## src/rtl/interrupt_pending_latch.sv

```systemverilog
// interrupt_pending_latch
//
// Front end of the interrupt path. It sits ahead of the 16-input priority encoder.
// The 16 raw request lines are synchronised and, for edge-type lines, latched until
// the CPU acknowledges them. A software mask is then applied. The acknowledge index
// returned by the CPU is decoded back into a one-hot clear of the matching pending bit.
//
// Parameters
//   SYNC_STAGES  synchronizer flops per irq line (2 or more)
//   EDGE_MASK    per-line type: 1 = edge-triggered/latched, 0 = level-sensitive
//
// Ports
//   clk              system clock, all state on the rising edge
//   resetN           asynchronous active-low reset
//   irqLines[15:0]   raw asynchronous interrupt request lines
//   ackValid         one-cycle strobe: CPU acknowledges interrupt ackIndex
//   ackIndex[3:0]    index being acknowledged (encoder output fed back)
//   maskWriteEnable  load the mask register this cycle
//   maskWriteData    new mask value, 1 enables a line
//   mask             current mask register
//   pendingSignals   rawPending & mask, feeds the priority encoder
//   anyPending       OR of pendingSignals
//   ackError         one-cycle pulse: acknowledge hit a line that was not pending

module interrupt_pending_latch #(
    parameter int          SYNC_STAGES = 2,
    parameter logic [15:0] EDGE_MASK   = 16'h0000
) (
    input  logic        clk,
    input  logic        resetN,
    input  logic [15:0] irqLines,
    input  logic        ackValid,
    input  logic [3:0]  ackIndex,
    input  logic        maskWriteEnable,
    input  logic [15:0] maskWriteData,
    output logic [15:0] mask,
    output logic [15:0] pendingSignals,
    output logic        anyPending,
    output logic        ackError
);

    // Synchronizer chains, stored stage-major: syncStageReg[s][i] is stage s of line i.
    logic [15:0] syncStageReg [SYNC_STAGES];
    logic [15:0] syncLine;

    logic [15:0] prevLineReg;
    logic [15:0] rawPendingReg;
    logic [15:0] rawPendingNext;
    logic [15:0] maskReg;
    logic        ackErrorReg;
    logic        ackErrorNext;

    logic [15:0] ackDecode;
    logic [15:0] ackClear;
    logic [15:0] edgeSeen;

    always_ff @(posedge clk or negedge resetN) begin
        if (!resetN) begin
            for (int s = 0; s < SYNC_STAGES; s++) begin
                syncStageReg[s] <= '0;
            end
        end else begin
            syncStageReg[0] <= irqLines;
            for (int s = 1; s < SYNC_STAGES; s++) begin
                syncStageReg[s] <= syncStageReg[s-1];
            end
        end
    end

    assign syncLine = syncStageReg[SYNC_STAGES-1];

    // One-hot decode of the acknowledged index. This is all zero when no ack is presented.
    always_comb begin
        ackDecode = '0;
        if (ackValid) begin
            ackDecode = 16'h0001 << ackIndex;
        end
    end

    // Only a genuine acknowledge clears anything. The ack must hit a bit that is
    // visible on pendingSignals, so an erroneous ack leaves state untouched.
    // Level lines ignore the clear entirely.
    assign ackClear = ackDecode & pendingSignals & EDGE_MASK;

    // prevLineReg resets to 0, so a line already high at reset release counts as an edge.
    assign edgeSeen = syncLine & ~prevLineReg;

    // Edge lines: a new edge sets the bit even when a clear lands in the same cycle,
    // so a fresh request is never lost. Level lines simply follow the synced input.
    assign rawPendingNext = (EDGE_MASK & (edgeSeen | (rawPendingReg & ~ackClear)))
                          | (~EDGE_MASK & syncLine);

    // This check uses the mask as it stands during the ack cycle. A mask write in the
    // same cycle therefore has no influence on it.
    assign ackErrorNext = ackValid & ~pendingSignals[ackIndex];

    always_ff @(posedge clk or negedge resetN) begin
        if (!resetN) begin
            prevLineReg   <= '0;
            rawPendingReg <= '0;
            maskReg       <= '0;
            ackErrorReg   <= 1'b0;
        end else begin
            prevLineReg   <= syncLine;
            rawPendingReg <= rawPendingNext;
            ackErrorReg   <= ackErrorNext;
            if (maskWriteEnable) begin
                maskReg <= maskWriteData;
            end
        end
    end

    // Built only from registers, so the encoder inputs are glitch-free.
    assign pendingSignals = rawPendingReg & maskReg;
    assign anyPending     = |pendingSignals;
    assign mask           = maskReg;
    assign ackError       = ackErrorReg;

endmodule

```

## config.mk

```make
export PLATFORM = sky130hd
export DESIGN_NAME = interrupt_pending_latch
export DESIGN_NICKNAME = d
export VERILOG_FILES = /design/src/rtl/interrupt_pending_latch.sv
export SDC_FILE = /design/constraint.sdc
export NUM_CORES = 1
export LEC_CHECK = 0
export ABC_AREA = 1
export BUFFER_PORTS_ARGS = -buffer_cell sky130_fd_sc_hd__buf_2
export CORE_MARGIN = 2
export CORE_UTILIZATION = 50
export CTS_CLUSTER_SIZE = 24
export DETAILED_ROUTE_END_ITERATION = 7
export PLACE_DENSITY = 0.8
export SLEW_MARGIN = 10
export SYNTH_ARGS = -nofsm -noshare
export SYNTH_HDL_FRONTEND = slang
export SYNTH_SLANG_ARGS = --single-unit
```

## constraint.sdc

```tcl
create_clock -name clk -period 1.63 [get_ports clk]
set_clock_uncertainty 0.15 [all_clocks]
set_input_delay 0 -clock clk [delete_from_list [all_inputs] [get_ports clk]]
set_output_delay 0 -clock clk [all_outputs]
set_load 0.02 [all_outputs]
```

Word-level counts from Yosys, hierarchy flattened
Index checks and enable logic that the tools add are counted.
{ "word_totals": {"regBits": 65, "word_cells": 12, "in_bits": 40, "out_inout_bits": 34} }
{ "classes": {"order_cmp": 1, "n_bitwise": 3, "mux": 2, "reduce_logical": 1} }
{ "op_table": {"columns": ["op", "n"], "rows": [
  ["AND 16 bit", 1],
  ["OR reduction 16 bit", 1],
  ["less-than comparator 4 x 5 -> 1 bit, second input constant", 1],
  ["binary-select mux 1 bit (select 4 bit)", 1],
  ["AND 1 bit", 1],
  ["2-to-1 mux 1 bit", 1],
  ["inverter 1 bit", 1]
]} }

Logic depth before layout (Yosys ltp)
{ "logic_depth": {"depth_word": 5, "depth_mapped": 8, "mapped_depth_nobuf": 7} }

Least setup slack after synthesis
Ideal clock, no wire load.
{ "synth_path": {"kind": "register -> output", "startpoint": "reg maskReg[3], in the netlist mask[3]", "endpoint": "out anyPending", "n_path_buf": 0, "stages_incl_launch_ff": 5, "t_arrival_ns": 1.154, "required_ns": 1.480, "path_slack_ns": 0.326, "path_cell_list": "dfrtp_1 > nand2_1 > inv_1 > nor4_1 > nand3_1"} }
{ "synth_via": {"elab_chain_len": 2} }
{ "synth_rtl": {"columns": ["item", "line_no", "text"], "rows": [
  ["start, declared", "49", "logic [15:0] maskReg;"],
  ["start signal, assigned", "108", "maskReg <= maskWriteData;"],
  ["AND 16 bit", "114", "assign pendingSignals = rawPendingReg & maskReg;"],
  ["net pendingSignals[3]", "37", "output logic [15:0] pendingSignals,"],
  ["OR reduction 16 bit", "115", "assign anyPending = |pendingSignals;"],
  ["end, declared", "38", "output logic anyPending,"]
]} }
The timed path passes the listed nets, and every way through them passes these cells.

Worst setup path in the final report
{ "layout_path": {"startpoint": "reg maskReg[14], in the netlist mask[14]", "endpoint": "out anyPending"} }
{ "layout_via": {"elab_chain_len": 2} }
{ "layout_rtl": {"columns": ["item", "line_no"], "rows": [
  ["AND 16 bit", "114"],
  ["OR reduction 16 bit", "115"]
]} }
No other way between the ends.

==> load_flow_metrics.sql <==
INSERT INTO impl_metrics (metric_group, metric, value, unit) VALUES
('power', 'power_frac_comb', '12.8', '%'),
('global_routing', 'groute.usage.overall', '20.51', '%'),
('floorplan', 'initial_core_util', '53.12', '%'),
('sta', 'final.period_utilization', '96.57', '%'),
('route', 'route.vias.total', '1569', ''),
('sta', 'worst_slew_pin_slew', '426.2', 'ps'),
('cells_and_area', 'final_common_cell', 'buf_2', ''),
('route', 'wirelength', '4.571', 'mm'),
('logic_synthesis', 'synth_nets', '199', ''),
('worst_setup_path', 'timing.reg2reg.worst_path_depth', '7', ''),
('clock_tree', 'cts_root_buf', 'clkbuf_8', ''),
('worst_setup_path', 'worst_path_largest_cell_delay', '390', 'ps'),
('worst_setup_path', 'crit_chain', 'nand2_2 > inv_2 > nor4_4 > nand3_1 > buf_6', ''),
('power', 'power.density', '1195', 'nW/µm²'),
('route', 'viasPerCell', '4.698', ''),
('logic_synthesis', 'avgSynthCellArea', '13.65', 'µm²'),
('worst_hold_path', 'min_path_cells', '6', ''),
('worst_setup_path', 'cp-end-kind', 'output pin', ''),
('power', 'switchingPower', '0.8807', 'mW'),
('cells_and_area', 'post_layout_nonfiller_instances', '334', ''),
('placed_design', 'io_buffer_count', '73', ''),
('sta', 'max_clock_freq', '635.3', 'MHz'),
('sta', 'fin_setup_tns', '0', 'ps'),
('worst_setup_path', 'r2r_end', 'ackError$_DFF_PN0_', ''),
('clock_tree', 'number_of_buffers_between_clock_root_and_the_deepest_sink', '2', ''),
('route', 'initialDrtViolationCount', '52', ''),
('sta', 'timing.final.setup_violations', '0', ''),
('floorplan', 'die_area', '4885', 'µm²'),
('worst_setup_path', 'critical_path_required', '1480', 'ps'),
('power', 'power_internal', '2.993', 'mW'),
('run', 'drv_cap', '0', ''),
('worst_hold_path', 'hp-start', 'ackIndex[1]', ''),
('sta', 'final-hold-violation-count', '0', ''),
('placed_design', 'dp.final_hpwl', '2.808', 'mm'),
('global_routing', 'met3_usage', '7.071', '%'),
('floorplan', 'rows', '23', ''),
('route', 'routed_wire_length_per_instance', '13.69', 'µm'),
('floorplan', 'floorplan.io_pins', '74', ''),
('logic_synthesis', 'post_synth_instance_area', '2171', 'µm²'),
('sta', 'final-max-slew-violation-count', '0', ''),
('clock_tree', 'clkSinkCount', '65', ''),
('logic_synthesis', 'synth_seq_area_share', '74.93', '%'),
('logic_synthesis', 'ys_seq_elements', '65', ''),
('clock_tree', 'ctsHtreeMaxLevel', '3', ''),
('worst_setup_path', 'critPathArrivalTime', '1420', 'ps'),
('sta', 'timing.max_slew.rel_slack', '71.59', '%'),
('clock_tree', 'clock_transition_at_the_register_clock_pins_on_the_worst_setup_and_hold_paths_after_cts', '70', 'ps'),
('cells_and_area', 'num_antenna_cells', '0', ''),
('status', 'run_status', 'finished clean', ''),
('placed_design', 'numPlacedInstances', '280', ''),
('worst_setup_path', 'critical_path_buf_inv_count', '2', ''),
('cells_and_area', 'finish.instance_area', '3242', 'µm²'),
('global_routing', 'grt_start_max_net_pins', '66', ''),
('route', 'drcViolationCount', '0', ''),
('worst_setup_path', 'gate_family_responsible_for_the_most_delay_along_the_worst_path', 'simple AND/OR/NAND/NOR gates', ''),
('logic_synthesis', 'yosys.cell_types.count', '14', ''),
('logic_synthesis', 'yosys_warnings', '0', ''),
('global_routing', 'global_route.peak_usage_layer', 'met2', ''),
('route', 'drt_pass1_iterations', '4', ''),
('worst_hold_path', 'hold_path.class', 'in2reg', ''),
('clock_tree', 'cts_tree', 'built', ''),
('floorplan', 'placeableCoreArea', '4086', 'µm²'),
('logic_synthesis', 'postSynthCellCount', '159', ''),
('clock_tree', 'cts_inserted_buffers', '9', ''),
('placed_design', 'detailed_place.area', '2585', 'µm²'),
('worst_setup_path', 'timing.critical_path.from_type', 'flip-flop', ''),
('worst_setup_path', 'slowest_library_cell_on_the_worst_path', 'dfrtp_1', ''),
('cells_and_area', 'syn2layout_area_growth', '49.34', '%'),
('cells_and_area', 'final_nets', '319', ''),
('floorplan', 'chipWidth', '69.89', 'µm'),
('sta', 'period_minus_slack', '1574', 'ps');
-- timing repair --
item,in CTS,in global routing
setup buffers,0,2
endpoints found under the hold margin,98,0
endpoints found under the setup margin,0,1
hold buffers,36,0
gates resized for setup,0,10
-- per-layer routing --
layer,wire (µm),part of all wire (%),up-vias
li1,-,-,741
met1,1792,39,764
met2,2443,53,52
met3,237,5.2,12
met4,97,2.1,0
met5,0,0,-
-- through the flow --
step	setup slack, ps	total power [mW]	utilization (%)	hold slack, ps
2_1_floorplan	326.3	2.012	-	-445.6
3_3_place_gp	432.5	2.190	63.26	-118.2
3_5_place_dp	396.6	2.200	63.26	-114.2
4_1_cts	24.50	3.890	78.05	4.822
5_1_grt	-28.29	4.047	79.33	45.99
6_report	55.86	3.874	79.33	31.62
-- cells by family after synthesis --
group / share of synthesized area [%]
AOI/OAI and AO/OA: 0.6339
and+or+nand+nor: 10.78
muxes: 8.300
buffers and inverters: 5.360
DFF: 74.93
-- synth_stat cells --
cell type	number	share of area, %
dfrtp_1	65	75
nand2_1	32	5.5
inv_1	19	3.3
mux2_2	16	8.3
nand3_1	11	2.5
buf_6	3	1.6
nor2_1	3	0.52
nand2_2	2	0.58
nand4_1	2	0.58
nor4_1	2	0.58
a21oi_1	1	0.23
a21oi_2	1	0.40
inv_8	1	0.52
nand3_2	1	0.46
-- layout make-up --
class	instances	share of cell area [%]
repair buffers	112	23.66
clock inverters	5	3.165
clock buffers	11	4.361
flip-flops and latches	65	50.17
multi-input cells	71	14.16
inverters	20	2.547
well taps	50	1.930
-- worst max-delay path by stage --
stage,startpoint,to,slack [ps],cells after the start
finish,mask[14]$_DFFE_PN0P_,anyPending,60,5
global route,mask[14]$_DFFE_PN0P_,anyPending,-30,5
CTS,mask[12]$_DFFE_PN0P_,anyPending,20,5
detailed placement,mask[3]$_DFFE_PN0P_,anyPending,400,5
global placement,mask[3]$_DFFE_PN0P_,anyPending,430,5
floorplan,mask[3]$_DFFE_PN0P_,anyPending,330,4
-- power groups by stage --
stage / registers, mW / logic, mW / clock network (mW)
after CTS: 1.76 / 0.478 / 1.65
after global routing: 1.77 / 0.539 / 1.73
after global placement: 1.79 / 0.405 / 0
after floorplan: 1.84 / 0.177 / 0
after detailed placement: 1.79 / 0.409 / 0
final: 1.76 / 0.497 / 1.61
-- registers in the layout, summed over array words and instances (netlist names) --
name and flops:
rawPendingNext 16, mask 16, syncStageReg 16, rawPendingReg 16, ackError 1
-- tightest hold or removal path, delay by kind of cell --
| kind | cells | cell delay, ps |
|---|---|---|
| and+or+nand+nor | 5 | 310 |
| buffers and inverters | 1 | 160 |
No activity file was read; power rests on OpenSTA's default activity.
